<file path="src/rtl/list_collector_if.sv">
// Bundle between the list_collector, its upstream element stream and the list adder.
interface list_collector_if #(
  parameter int unsigned DATA_WIDTH = 32,
  parameter int unsigned LENGTH     = 8
);
  logic                              in_valid;
  logic [DATA_WIDTH-1:0]             in_data;
  logic                              in_last;
  logic                              in_ready;
  logic [LENGTH-1:0][DATA_WIDTH-1:0] data_out;
  logic [$clog2(LENGTH+1)-1:0]       count_out;
  logic                              sum_en;
  logic                              sum_done;
  logic                              timeout_err;
  logic [15:0]                       list_count;

  modport master (
    output in_valid, in_data, in_last, sum_done,
    input  in_ready, data_out, count_out, sum_en, timeout_err, list_count
  );

  modport slave (
    input  in_valid, in_data, in_last, sum_done,
    output in_ready, data_out, count_out, sum_en, timeout_err, list_count
  );
endinterface

</file>
<file path="src/rtl/list_collector.sv">
// Packs a serial valid/ready element stream into a list for the adder, holds it
// with sum_en until sum_done (or a wait timeout), then releases for one cycle.
module list_collector #(
  parameter int unsigned DATA_WIDTH = 32,
  parameter int unsigned LENGTH     = 8,
  parameter int unsigned MAX_WAIT   = 64
) (
  input logic            clk,
  input logic            rst,
  list_collector_if.slave bus
);
  localparam int unsigned PTR_W  = $clog2(LENGTH);
  localparam int unsigned CNT_W  = $clog2(LENGTH + 1);
  localparam int unsigned WAIT_W = (MAX_WAIT > 1) ? $clog2(MAX_WAIT) : 1;
  localparam logic [PTR_W-1:0]  LAST_PTR   = PTR_W'(LENGTH - 1);
  localparam logic [WAIT_W-1:0] WAIT_LIMIT = WAIT_W'(MAX_WAIT - 1);

  typedef enum logic [1:0] {
    FILL    = 2'd0,
    HOLD    = 2'd1,
    RELEASE = 2'd2
  } state_t;

  state_t                            state, state_next;
  logic [LENGTH-1:0][DATA_WIDTH-1:0] slots, slots_next;
  logic [PTR_W-1:0]                  wr_ptr, ptr_next;
  logic [CNT_W-1:0]                  count, count_next;
  logic [WAIT_W-1:0]                 wait_q, wait_next;
  logic                              sum_en_q, sum_en_next;
  logic                              ready_q, ready_next;
  logic                              timeout_q, timeout_next;
  logic [15:0]                       lists, lists_next;

  // State and datapath registers; every output comes straight from one of these.
  always_ff @(posedge clk or posedge rst) begin
    if (rst) begin
      state     <= FILL;
      slots     <= '0;
      wr_ptr    <= '0;
      count     <= '0;
      wait_q    <= '0;
      sum_en_q  <= 1'b0;
      ready_q   <= 1'b1;
      timeout_q <= 1'b0;
      lists     <= '0;
    end else begin
      state     <= state_next;
      slots     <= slots_next;
      wr_ptr    <= ptr_next;
      count     <= count_next;
      wait_q    <= wait_next;
      sum_en_q  <= sum_en_next;
      ready_q   <= ready_next;
      timeout_q <= timeout_next;
      lists     <= lists_next;
    end
  end

  // Next-state and next-register values for FILL / HOLD / RELEASE.
  always_comb begin
    state_next   = state;
    slots_next   = slots;
    ptr_next     = wr_ptr;
    count_next   = count;
    sum_en_next  = sum_en_q;
    timeout_next = 1'b0;
    lists_next   = lists;
    wait_next    = '0;
    case (state)
      FILL: begin
        if (bus.in_valid && ready_q) begin
          slots_next[wr_ptr] = bus.in_data;
          count_next         = count + CNT_W'(1);
          if (wr_ptr == LAST_PTR || bus.in_last) begin
            state_next  = HOLD;
            sum_en_next = 1'b1;
          end else begin
            ptr_next = wr_ptr + PTR_W'(1);
          end
        end
      end
      HOLD: begin
        wait_next = wait_q + WAIT_W'(1);
        if (bus.sum_done || (MAX_WAIT != 0 && wait_q == WAIT_LIMIT)) begin
          // Buffer is cleared on the way into RELEASE so the release cycle already shows an empty list.
          state_next   = RELEASE;
          sum_en_next  = 1'b0;
          timeout_next = !bus.sum_done;
          lists_next   = lists + 16'd1;
          slots_next   = '0;
          ptr_next     = '0;
          count_next   = '0;
          wait_next    = '0;
        end
      end
      RELEASE: begin
        state_next = FILL;
      end
      default: begin
        state_next  = FILL;
        slots_next  = '0;
        ptr_next    = '0;
        count_next  = '0;
        sum_en_next = 1'b0;
      end
    endcase
    ready_next = (state_next == FILL);
  end

  assign bus.in_ready    = ready_q;
  assign bus.data_out    = slots;
  assign bus.count_out   = count;
  assign bus.sum_en      = sum_en_q;
  assign bus.timeout_err = timeout_q;
  assign bus.list_count  = lists;
endmodule

</file>
<file path="src/flat_wrapper.sv">
// flat-port wrapper written by rule: the top's interface ports become plain ports
module list_collector_flat 
#(
  parameter int unsigned DATA_WIDTH = 32,
  parameter int unsigned LENGTH     = 8,
  parameter int unsigned MAX_WAIT   = 64
)
  (clk, rst, bus_in_valid, bus_in_data, bus_in_last, bus_sum_done, bus_in_ready, bus_data_out, bus_count_out, bus_sum_en, bus_timeout_err, bus_list_count);
  list_collector_if #(.DATA_WIDTH(DATA_WIDTH), .LENGTH(LENGTH)) bus_i ();
  input logic clk;
  input logic rst;
  input wire logic [$bits(bus_i.in_valid)-1:0] bus_in_valid;
  input wire logic [$bits(bus_i.in_data)-1:0] bus_in_data;
  input wire logic [$bits(bus_i.in_last)-1:0] bus_in_last;
  input wire logic [$bits(bus_i.sum_done)-1:0] bus_sum_done;
  output wire logic [$bits(bus_i.in_ready)-1:0] bus_in_ready;
  output wire logic [$bits(bus_i.data_out)-1:0] bus_data_out;
  output wire logic [$bits(bus_i.count_out)-1:0] bus_count_out;
  output wire logic [$bits(bus_i.sum_en)-1:0] bus_sum_en;
  output wire logic [$bits(bus_i.timeout_err)-1:0] bus_timeout_err;
  output wire logic [$bits(bus_i.list_count)-1:0] bus_list_count;
  assign bus_i.in_valid = bus_in_valid;
  assign bus_i.in_data = bus_in_data;
  assign bus_i.in_last = bus_in_last;
  assign bus_i.sum_done = bus_sum_done;
  assign bus_in_ready = bus_i.in_ready;
  assign bus_data_out = bus_i.data_out;
  assign bus_count_out = bus_i.count_out;
  assign bus_sum_en = bus_i.sum_en;
  assign bus_timeout_err = bus_i.timeout_err;
  assign bus_list_count = bus_i.list_count;
  list_collector #(.DATA_WIDTH(DATA_WIDTH), .LENGTH(LENGTH), .MAX_WAIT(MAX_WAIT)) u_core (.clk(clk), .rst(rst), .bus(bus_i));
endmodule
</file>
<file path="config.mk">
export PLATFORM = sky130hd
export DESIGN_NAME = list_collector_flat
export DESIGN_NICKNAME = d
export VERILOG_FILES = /design/src/rtl/list_collector_if.sv /design/src/rtl/list_collector.sv /design/src/flat_wrapper.sv
export SDC_FILE = /design/constraint.sdc
export NUM_CORES = 1
export LEC_CHECK = 0
export BUFFER_PORTS_ARGS = -buffer_cell sky130_fd_sc_hd__buf_4
export CORE_AREA = 2 2 195 197
export CTS_CLUSTER_SIZE = 12
export DETAILED_ROUTE_END_ITERATION = 8
export DIE_AREA = 0 0 197 199
export HOLD_SLACK_MARGIN = 0.15
export PLACE_DENSITY = 0.63
export SLEW_MARGIN = 20
export SYNTH_ARGS = -nofsm -noshare
export SYNTH_HDL_FRONTEND = slang
export SYNTH_SLANG_ARGS = --single-unit
</file>
<file path="constraint.sdc">
create_clock -name clk -period 23.9 [get_ports clk]
set_input_delay 0 -clock clk [delete_from_list [all_inputs] [get_ports clk]]
set_output_delay 0 -clock clk [all_outputs]
set_load 0.02 [all_outputs]
</file>
==> results.toml <==
[layout]
syn_to_final_growth_pct = 38.1
regArea_um2 = 7260
mostFrequentLayoutCells = "330 x buf_4, 289 x dfrtp_1, 258 x a22o_1"
final_cell_count_no_fill = 1608
nFillCells = 3431
layout_commonest_cell = "buf_4"
diodes = 0
drive_gt1_frac = 0.361
finalNetCount = 1151
multi_input_area_um2 = 3400

[logic_synthesis]
ys_ff_latch = 290
syn_area_per_cell_um2 = 13.8
synth-main-ff-cell = "dfrtp_1"
synthArstFlopShare = 1.00
seq_area_frac_synth = 0.657
synth.cell_area_um2 = 11000
synth_edf_count = 0
synthCells = 803
syn-num-nets = 845
ys_warn_count = 0
ys_types = 43

[grt]
grt_use_total = 0.186
grt-ovfl-total = 0
grt_first_pass_wirelength_um = 54900
grt_pass1_vias = 8493
grt_max_degree = 82
antenna_found_initial = 0

[place]
numPortBuffers = 315
dp_slack_ns = 21.06
dp.final_hpwl_um = 23700
place_congestion = 0.771
place_inst = 1512

[pwr]
clock_power_share = 0.285
p_leak_nw = 7.68
switching_share = 0.365
vdd_drop_max_uv = 56.9
powerDensity_nw_per_um2 = 122
total_power_w = 0.00186
combPwrFrac = 0.349
internal_power_w = 0.00118
p_switching_w = 0.000680
power.share.sequential = 0.366

[min_path]
hp-class = "input port to flop"
min_from = "bus_in_data[13]"
holdPathEnd = "u_core.bus.data_out[141]"
hold_depth = 3

[timing]
finClkSkew_ns = 0.0118
fin_setup_tns_ns = 0
final-setup-viol-count = 0
hold_violations = 0
fin_ws_ns = 21.10
drv_slew = 0
fmax_mhz = 357
rsz0062_at_grt = "false"
max_slew_margin = 0.292
finalCritPeriodShare = 0.117
tightest_slew_ns = 1.06
fin_crit_ns = 2.80

[floorplanning]
die_h_um = 199
fp.dieW_um = 197
core_area_um2 = 37100
initial_core_util = 0.298
fp-row-count = 71
dieArea_um2 = 39200
ioPinCount = 316

[worst_setup_path]
rr_startpoint = "u_core.state[0]"
worstSetupEndpointType = "flop"
r2r_end = "u_core.bus.data_out[147]"
r2r_setup_slack_ns = 21.10
crit_fanout = 32
cp.arrival_ns = 3.24
startpoint_type = "flop"
crit_type = "flop to flop"
worstPathRequired_ns = 24.34
ff2ff_path_depth = 4

[route]
routed.top_layer = "met4"
viasPerCell = 5.18
vias = 8336
wl_met1_um = 16600
wl_met3_um = 2290
wl_per_cell_um = 23.1
antenna_left = 0
wl_met2_um = 17100
drt_iter0_drc = 440
dr.pass1.iters = 5
drc = 0
drt_wl_total_um = 37200

[clock_tree]
cts_root_buf = "clkbuf_16"
path_clk_slew_ns = 0.06
htree_levels = 2
clock_latency_ns = 0.51
cts_tree = "done"
cts_buffers = 35
cts_setup_buffers = 0
cts.sinks = 290
clock_path_buffers = 3

[run]
cap_viol_max_count = 0

[status]
status = "completed"
## metal layers
metal,GRT usage,vias to the layer above
met4,0.0699,0
li1,-,3619
met3,0.0424,63
met1,0.255,4335
met5,0,-
met2,0.289,319
## cell usage after synthesis (3+ instances only)
cell | n | area [µm²]
nand4_1 | 12 | 75.1
nand2_1 | 14 | 52.6
o221ai_1 | 3 | 26.3
clkbuf_1 | 17 | 63.8
nor2_1 | 12 | 45.0
nand3_1 | 9 | 45.0
o21ai_0 | 5 | 25.0
and2_1 | 33 | 206
buf_1 | 32 | 120
inv_1 | 5 | 18.8
buf_4 | 15 | 113
a211o_2 | 4 | 40.0
nor3b_1 | 3 | 22.5
buf_2 | 28 | 140
xnor2_1 | 15 | 131
buf_6 | 3 | 33.8
dfrtp_1 | 289 | 7230
ha_1 | 5 | 62.6
a21oi_1 | 3 | 15.0
nor3_1 | 6 | 30.0
xor2_1 | 3 | 26.3
a22o_1 | 258 | 2260
and3_1 | 4 | 25.0
## worst max path at each step
| stage | endpoint | from | slack, ns |
|---|---|---|---|
| 2_1_floorplan | u_core.bus.count_out[0] | rst | 15.90 |
| 3_3_place_gp | u_core.bus.data_out[205] | u_core.state[1] | 21.14 |
| 3_5_place_dp | u_core.bus.data_out[203] | u_core.state[1] | 21.06 |
| 4_1_cts | u_core.bus.data_out[205] | u_core.state[1] | 21.06 |
| 5_1_grt | u_core.bus.data_out[147] | u_core.state[0] | 20.92 |
| 6_report | u_core.bus.data_out[147] | u_core.state[0] | 21.10 |
## cell families after synthesis
logic type,synth area share
AND/OR/NAND/NOR,0.0553
AO/OA/AOI/OAI,0.222
XOR/XNOR,0.0143
adder cells (fa/ha/maj),0.00566
multiplexers,0.00204
flip-flops,0.657
buffers and inverters,0.0443
## through the flow
stage               utilization  area (µm²)  hold slack, ns
finish                    0.411       15300           0.178
global route              0.411       15300           0.162
CTS                       0.410       15200           0.150
detailed placement        0.370       13800           0.108
global placement          0.370       13800           0.106
floorplan                     -       11000           0.190
## repair_timing
item                                   CTS  global route
gates resized for setup                  0             0
hold buffers                            33             0
endpoints found under the hold margin  283             0
## power by group through the flow
stage / clock network (W) / registers [W] / logic, W
after floorplan: 0 / 0.000797 / 0.000250
after global routing: 0.000566 / 0.000696 / 0.000690
final: 0.000530 / 0.000683 / 0.000650
after CTS: 0.000543 / 0.000681 / 0.000657
after detailed placement: 0 / 0.000685 / 0.000653
after global placement: 0 / 0.000685 / 0.000644
## state kept, by name (all words and copies together), names as in the netlist
register	count
u_core.bus.data_out	256
u_core.bus.list_count	16
u_core.wait_q	6
u_core.bus.count_out	4
u_core.wr_ptr	3
u_core.state	2
u_core.bus.in_ready	1
u_core.bus.sum_en	1
u_core.bus.timeout_err	1
## layout make-up
cell class,count,area share
Clock inverter,10,0.00713
Timing Repair Buffer,364,0.185
Inverter,5,0.00172
Multi-Input combinational cell,413,0.223
Clock buffer,52,0.0690
Sequential cell,290,0.476
Tap cell,474,0.0389
## critical path, stage by stage, from the launching register on
cell and delay [ns]:
dfrtp_1 0.66, or3b_1 0.51, a21oi_4 0.53, a211o_2 0.74, a22o_1 0.26
No activity file was read; power rests on OpenSTA's default activity.
